### src/rtl/warp_inst_fetch.sv
// Kernel instruction fetcher: word reads base+4*i into an in-order show-ahead FIFO; response-to-inst_valid 1 cycle.
// Requests are throttled by outstanding+FIFO credits, so memory responses are never backpressured.

module warp_inst_fetch_fifo #(
  parameter int WIDTH = 64,
  parameter int DEPTH = 16
) (
  input  logic                   clk_i,
  input  logic                   rst_n_i,
  input  logic                   flush_i,
  input  logic                   push_i,
  input  logic [WIDTH-1:0]       push_dat_i,
  input  logic                   pop_i,
  output logic [WIDTH-1:0]       head_dat_o,
  output logic [$clog2(DEPTH):0] count_o
);
  localparam int AW = $clog2(DEPTH);
  localparam logic [AW:0] DEPTH_L = (AW+1)'(DEPTH);

  logic [WIDTH-1:0] mem_q [DEPTH];
  logic [AW-1:0]    wr_ptr_q;
  logic [AW-1:0]    rd_ptr_q;
  logic [AW:0]      count_q;
  logic             do_push;
  logic             do_pop;

  // A push into a full FIFO is legal when the head leaves in the same cycle.
  assign do_pop  = pop_i && (count_q != '0);
  assign do_push = push_i && ((count_q != DEPTH_L) || do_pop);

  always_ff @(posedge clk_i) begin
    if (!rst_n_i || flush_i) begin
      wr_ptr_q <= '0;
      rd_ptr_q <= '0;
      count_q  <= '0;
    end else begin
      if (do_push) wr_ptr_q <= wr_ptr_q + 1'b1;
      if (do_pop)  rd_ptr_q <= rd_ptr_q + 1'b1;
      case ({do_push, do_pop})
        2'b10:   count_q <= count_q + 1'b1;
        2'b01:   count_q <= count_q - 1'b1;
        default: count_q <= count_q;
      endcase
    end
  end

  always_ff @(posedge clk_i) begin
    if (do_push && !flush_i) mem_q[wr_ptr_q] <= push_dat_i;
  end

  assign head_dat_o = mem_q[rd_ptr_q];
  assign count_o    = count_q;
endmodule

module warp_inst_fetch #(
  parameter int ADDR_WIDTH      = 32,
  parameter int DATA_WIDTH      = 32,
  parameter int COUNT_WIDTH     = 16,
  parameter int FIFO_DEPTH      = 16,
  parameter int MAX_OUTSTANDING = 4
) (
  input  logic                          clk_i,
  input  logic                          rst_n_i,
  input  logic                          start_valid_i,
  output logic                          start_ready_o,
  input  logic [ADDR_WIDTH-1:0]         start_base_addr_i,
  input  logic [COUNT_WIDTH-1:0]        start_count_i,
  input  logic                          abort_i,
  output logic                          busy_o,
  output logic                          done_o,
  output logic                          error_o,
  output logic                          mem_req_valid_o,
  input  logic                          mem_req_ready_i,
  output logic [ADDR_WIDTH-1:0]         mem_req_addr_o,
  output logic                          mem_req_write_o,
  output logic [DATA_WIDTH-1:0]         mem_req_data_o,
  input  logic                          mem_resp_valid_i,
  output logic                          mem_resp_ready_o,
  input  logic [DATA_WIDTH-1:0]         mem_resp_data_i,
  output logic                          inst_valid_o,
  input  logic                          inst_ready_i,
  output logic [DATA_WIDTH-1:0]         inst_data_o,
  output logic [ADDR_WIDTH-1:0]         inst_pc_o,
  output logic [$clog2(FIFO_DEPTH):0]   fifo_count_o
);
  localparam logic [1:0] ST_IDLE       = 2'd0;
  localparam logic [1:0] ST_FETCH      = 2'd1;
  localparam logic [1:0] ST_ABORT_WAIT = 2'd2;

  localparam int FCW = $clog2(FIFO_DEPTH) + 1;
  localparam int OSW = $clog2(MAX_OUTSTANDING + 1);
  localparam int SW  = ((FCW > OSW) ? FCW : OSW) + 1;
  localparam logic [SW-1:0]  DEPTH_L  = SW'(FIFO_DEPTH);
  localparam logic [OSW-1:0] MAX_OS_L = OSW'(MAX_OUTSTANDING);

  typedef struct packed {
    logic [DATA_WIDTH-1:0] dat;
    logic [ADDR_WIDTH-1:0] pc;
  } entry_t;

  logic [1:0]             state_q,    state_d;
  logic [ADDR_WIDTH-1:0]  base_q,     base_d;
  logic [COUNT_WIDTH-1:0] count_q,    count_d;
  logic [COUNT_WIDTH-1:0] issued_q,   issued_d;
  logic [COUNT_WIDTH-1:0] received_q, received_d;
  logic [OSW-1:0]         outst_q,    outst_d;
  logic                   done_q,     done_d;
  logic                   error_q,    error_d;

  logic           start_rdy;
  logic           start_fire;
  logic           req_vld;
  logic           req_fire;
  logic           resp_take;
  logic           push;
  logic           pop;
  logic           last_push;
  logic           inst_vld;
  logic [SW-1:0]  credit_sum;
  logic [FCW-1:0] fifo_cnt;
  entry_t         push_ent;
  entry_t         head_ent;

  // Every in-flight read already owns a FIFO slot, so a response always has room.
  assign credit_sum = SW'(outst_q) + SW'(fifo_cnt);
  assign req_vld    = rst_n_i && (state_q == ST_FETCH) && !abort_i &&
                      (issued_q < count_q) && (outst_q < MAX_OS_L) && (credit_sum < DEPTH_L);
  assign req_fire   = req_vld && mem_req_ready_i;

  // Responses with nothing in flight are strays and are dropped.
  assign resp_take  = mem_resp_valid_i && (outst_q != '0);
  assign push       = resp_take && (state_q == ST_FETCH) && !abort_i;
  assign last_push  = push && ((received_q + COUNT_WIDTH'(1)) == count_q);

  assign inst_vld   = rst_n_i && (fifo_cnt != '0);
  assign pop        = inst_vld && inst_ready_i && !abort_i;

  assign start_rdy  = rst_n_i && (state_q == ST_IDLE) && (fifo_cnt == '0) && !abort_i;
  assign start_fire = start_valid_i && start_rdy;

  assign push_ent.dat = mem_resp_data_i;
  assign push_ent.pc  = base_q + (ADDR_WIDTH'(received_q) << 2);

  always_comb begin
    state_d    = state_q;
    base_d     = base_q;
    count_d    = count_q;
    issued_d   = issued_q;
    received_d = received_q;
    outst_d    = outst_q;
    done_d     = 1'b0;
    error_d    = 1'b0;

    if (req_fire) issued_d   = issued_q + COUNT_WIDTH'(1);
    if (push)     received_d = received_q + COUNT_WIDTH'(1);

    case ({req_fire, resp_take})
      2'b10:   outst_d = outst_q + OSW'(1);
      2'b01:   outst_d = outst_q - OSW'(1);
      default: outst_d = outst_q;
    endcase

    case (state_q)
      ST_IDLE: begin
        if (start_fire) begin
          if (start_base_addr_i[1:0] != 2'b00) begin
            error_d = 1'b1;
          end else if (start_count_i == '0) begin
            done_d = 1'b1;
          end else begin
            base_d     = start_base_addr_i;
            count_d    = start_count_i;
            issued_d   = '0;
            received_d = '0;
            state_d    = ST_FETCH;
          end
        end
      end
      ST_FETCH: begin
        if (abort_i) begin
          state_d = (outst_d != '0) ? ST_ABORT_WAIT : ST_IDLE;
        end else if (last_push) begin
          state_d = ST_IDLE;
          done_d  = 1'b1;
        end
      end
      ST_ABORT_WAIT: begin
        if (outst_d == '0) state_d = ST_IDLE;
      end
      default: state_d = ST_IDLE;
    endcase
  end

  always_ff @(posedge clk_i) begin
    if (!rst_n_i) begin
      state_q    <= ST_IDLE;
      base_q     <= '0;
      count_q    <= '0;
      issued_q   <= '0;
      received_q <= '0;
      outst_q    <= '0;
      done_q     <= 1'b0;
      error_q    <= 1'b0;
    end else begin
      state_q    <= state_d;
      base_q     <= base_d;
      count_q    <= count_d;
      issued_q   <= issued_d;
      received_q <= received_d;
      outst_q    <= outst_d;
      done_q     <= done_d;
      error_q    <= error_d;
    end
  end

  warp_inst_fetch_fifo #(
    .WIDTH ($bits(entry_t)),
    .DEPTH (FIFO_DEPTH)
  ) u_fifo (
    .clk_i      (clk_i),
    .rst_n_i    (rst_n_i),
    .flush_i    (abort_i),
    .push_i     (push),
    .push_dat_i (push_ent),
    .pop_i      (pop),
    .head_dat_o (head_ent),
    .count_o    (fifo_cnt)
  );

  assign start_ready_o    = start_rdy;
  assign busy_o           = rst_n_i && (state_q != ST_IDLE);
  assign done_o           = done_q;
  assign error_o          = error_q;
  assign mem_req_valid_o  = req_vld;
  assign mem_req_addr_o   = base_q + (ADDR_WIDTH'(issued_q) << 2);
  assign mem_req_write_o  = 1'b0;
  assign mem_req_data_o   = '0;
  assign mem_resp_ready_o = 1'b1;
  assign inst_valid_o     = inst_vld;
  assign inst_data_o      = head_ent.dat;
  assign inst_pc_o        = head_ent.pc;
  assign fifo_count_o     = fifo_cnt;
endmodule

### config.mk
export PLATFORM = sky130hd
export DESIGN_NAME = warp_inst_fetch
export DESIGN_NICKNAME = d
export VERILOG_FILES = /design/src/rtl/warp_inst_fetch.sv
export SDC_FILE = /design/constraint.sdc
export NUM_CORES = 1
export LEC_CHECK = 0
export BUFFER_PORTS_ARGS = -buffer_cell sky130_fd_sc_hd__clkbuf_2
export CAP_MARGIN = 25
export CORE_AREA = 8 8 440 356
export CTS_BUF_LIST = sky130_fd_sc_hd__clkbuf_16
export CTS_CLUSTER_DIAMETER = 200
export DETAILED_ROUTE_END_ITERATION = 16
export DIE_AREA = 0 0 448 364
export GPL_TIMING_DRIVEN = 0
export SLEW_MARGIN = 5
export SYNTH_ARGS = -nofsm -noshare
export SYNTH_HDL_FRONTEND = slang
export SYNTH_SLANG_ARGS = --single-unit
### constraint.sdc
create_clock -name clk_i -period 9.6 [get_ports clk_i]
set_input_delay 0.96 -clock clk_i [delete_from_list [all_inputs] [get_ports clk_i]]
set_output_delay 0.96 -clock clk_i [all_outputs]
set_load 0.05 [all_outputs]
==> summary.md <==
| Metric | Value |
|---|---|
| Routed vias | 24300 |
| Mapped Cells | 2399 |
| WL/cell | 24.1 um |
| HPWL after DPL | 79.3 mm |
| Most frequent CP cell | o21ai_0 |
| Buf+Inv Stages, Crit Path | 2 |
| CTS Buf Count | 103 |
| Via density | 4.94 |
| Initial antenna violation count | 2 |
| Synth async-reset ratio | 0% |
| Crit-path max FO | 7 |
| Core Region | 0.149 mm^2 |
| Initial DRC Count | 2260 |
| First-pass GRT wire length | 171 mm |
| Global placer's final weighted congestion | 0.786 |
| # hold bufs at CTS | 0 |
| Chip width | 448 um |
| Final hold vios | 0 |
| Fin. max-slew vios | 0 |
| Area Overhead vs Synth | 18.9% |
| Measured slew at the worst slew-check pin | 1050 ps |
| Die height | 364 um |
| IO Count | 228 |
| Worst min path class | flip-flop to flip-flop |
| Pwr dens | 177 mW/mm^2 |
| YS warnings | 0 |
| Gr ovfl total | 0 |
| Die Area | 0.163 mm^2 |
| CP endpoint | mem_req_addr_o[24] |
| DRT Pass-1 Iters | 7 |
| Cell Chain, Critical Path | ha_1, inv_1, fa_1, nor2b_1, o21ai_0, a21oi_1, o21ai_0, a311oi_1, o21ai_0, xnor2_1, clkbuf_2 |
| RSZ-0062 raised after global routing | false |
| Slew headroom | 29.3% |
| CTS Sinks | 1128 |
| Fin crit share | 54.9% |
| VDD IR max | 0.000169 V |
| FMAX | 190 MHz |
| Antenna fix cells | 0 |
| Vias in the first global route | 24800 |
| Initial Util | 30.8% |
| Minimum clock period | 5270 ps |
| Critical Path Start Type | flip-flop |
| Worst path slowest cell | a311oi_1 |
| Setup Buffers After CTS | 0 |
| Number of synthesized flops with an enable pin | 1024 |
| CTS tree | done |
| Critical path depth | 11 |
| Max Clock Skew | 41.6 ps |
| Status | complete, no violations |
| Mapped cell area | 0.0460 mm^2 |
| Util after Layout | 36.7% |
| Most frequent cells in the layout | edfxtp_1, mux4_2, clkbuf_2 |
| Critical path type | flip-flop to output port |
| Cell variety after synth | 69 |
| TNS Setup | 0 ps |
| CP max stage delay | 890 ps |
| Final net count | 2995 |
| Leak | 0.0169 uW |
| Total Wirelength | 119 mm |
| Mapped Avg Cell Area | 19.2 um^2 |
| Sequential share of the synthesized area | 71.4% |
| H-tree depth | 3 |
| CP arrival | 4310 ps |
| Seq cells post-synth | 1128 |
| # rows | 127 |
| # port buffers | 193 |
| Final setup fails | 0 |
| Post-synth top flop | edfxtp_1 |
| Layout cells sized above 1 | 29.6% |
| Cells on Worst Hold Path | 2 |
| Top Family by Delay on Critical Path | compound AO/OA/AOI/OAI gates |
| Critical Path RT | 8640 ps |
| Longest Clk Path Bufs | 3 |
| Reg2Reg Setup Slack | 5510 ps |
| Max Cap Viol | 0 |
| Reg2reg path depth | 11 |
| Crit. End Element | output port |
| Largest net degree at the start of global routing | 39 |
| Reg-to-reg endpoint | u_fifo.mem_q[5][55] |
| Total track usage | 14.2% |
| Clk slew on worst S/H paths | 60 ps |
| Launch point of the worst path | issued_q[0] |
| Root buffer selected by CTS | clkbuf_16 |
| DRC | 0 |
| Skew-Pair Late Insertion Delay | 710 ps |
| Post-route ant nets | 0 |
| Cts repair resizes | 0 |
| Most common cell after layout, fill and taps aside | edfxtp_1 |
| Reg2reg start | outst_q[0] |
metal layers:
| layer | part of all wire [%] | global-route usage [%] | up-vias |
|---|---|---|---|
| li1 | - | - | 10600 |
| met1 | 46 | 20.4 | 12800 |
| met2 | 47 | 22.9 | 811 |
| met3 | 6.2 | 2.81 | 116 |
| met4 | 1.3 | 2.09 | 2 |
| met5 | 0.011 | 0 | - |
report_power, final:
| part | switching (uW) | total, uW | internal, uW |
|---|---|---|---|
| logic | 106 | 144 | 38.0 |
| registers | 3.86 | 5320 | 5320 |
| clock network | 1840 | 4220 | 2380 |
Yosys cell counts, drive strengths merged (6+ instances only):
cell	count	share of area, %
o211ai	9	0.15
inv	47	0.38
buf	84	1.0
edfxtp	1024	67
and2	13	0.18
or3	7	0.095
nand2b	8	0.11
nand4	19	0.26
and3	16	0.22
nand2	145	1.2
a21o	21	0.34
o21ai	37	0.41
a211oi	9	0.15
and4	7	0.13
xnor2	62	1.2
o31ai	6	0.098
o21a	6	0.098
nand3	26	0.28
nor2b	9	0.12
a21boi	45	0.73
dfxtp	104	4.5
a21oi	43	0.52
mux4	320	16
a31oi	9	0.12
nor2	77	0.63
or4	9	0.16
clkbuf	62	0.51
xor2	42	0.80
nor4	6	0.082
nor3	15	0.16
ha	60	1.6
worst min path at each step:
stage                                     start     endpoint  slack [ps]
after CTS                 start_base_addr_i[19]   base_q[19]         450
after floorplan                      base_q[10]   base_q[10]         460
after global routing      start_base_addr_i[20]   base_q[20]         470
final                               count_q[15]  count_q[15]         500
after detailed placement            count_q[15]  count_q[15]         500
after global placement              count_q[13]  count_q[13]         490
worst register-to-register path, stage by stage (launching register included):
cell and delay [ps]:
dfxtp_1 470, o31ai_1 170, or3_1 500, a21oi_2 460, nand2_1 310, nor3_2 580, buf_4 340, buf_4 230
buf_6 190, buf_6 170, buf_4 220, buf_8 170
per-stage QoR:
stage / total power (uW) / area (um^2) / worst slack, ps / hold slack (ps) / std cells
detailed placement: 5570 / 51100 / 4930 / 501 / 4725
global route: 9970 / 54700 / 4060 / 468 / 4924
floorplan: 5500 / 46100 / 2770 / 463 / 2431
CTS: 9780 / 54500 / 4140 / 451 / 4911
finish: 9690 / 54700 / 4330 / 501 / 4924
global placement: 5570 / 49600 / -4260 / 494 / 4623
registers in the layout, indices dropped and copies added (netlist names), named ones only:
signal           flops
u_fifo.mem_q      1024
base_q              32
count_q             16
issued_q            16
received_q          16
u_fifo.count_o       5
u_fifo.rd_ptr_q      4
u_fifo.wr_ptr_q      4
outst_q              3
state_q              2
done_o               1
error_o              1
cell type report:
class,count,area [um^2]
clock buffers,104,2600
multi-input cells,1110,12500
plain buffers,146,712
flip-flops and latches,1128,32800
clock inverters,82,843
inverters,47,176
well taps,1999,2500
fillers,13800,94400
repair buffers,308,2520
kinds of logic after synthesis:
logic type / Yosys count / synth area share (%)
flip-flops: 1128 / 71.4
AND/OR/NAND/NOR: 366 / 3.81
multiplexers: 325 / 15.8
AO/OA/AOI/OAI: 216 / 3.21
buffers and inverters: 193 / 1.93
XOR/XNOR: 104 / 1.98
adder cells (fa/ha/maj): 65 / 1.83
other: 2 / 0.0163
No activity file was read; power rests on OpenSTA's default activity.
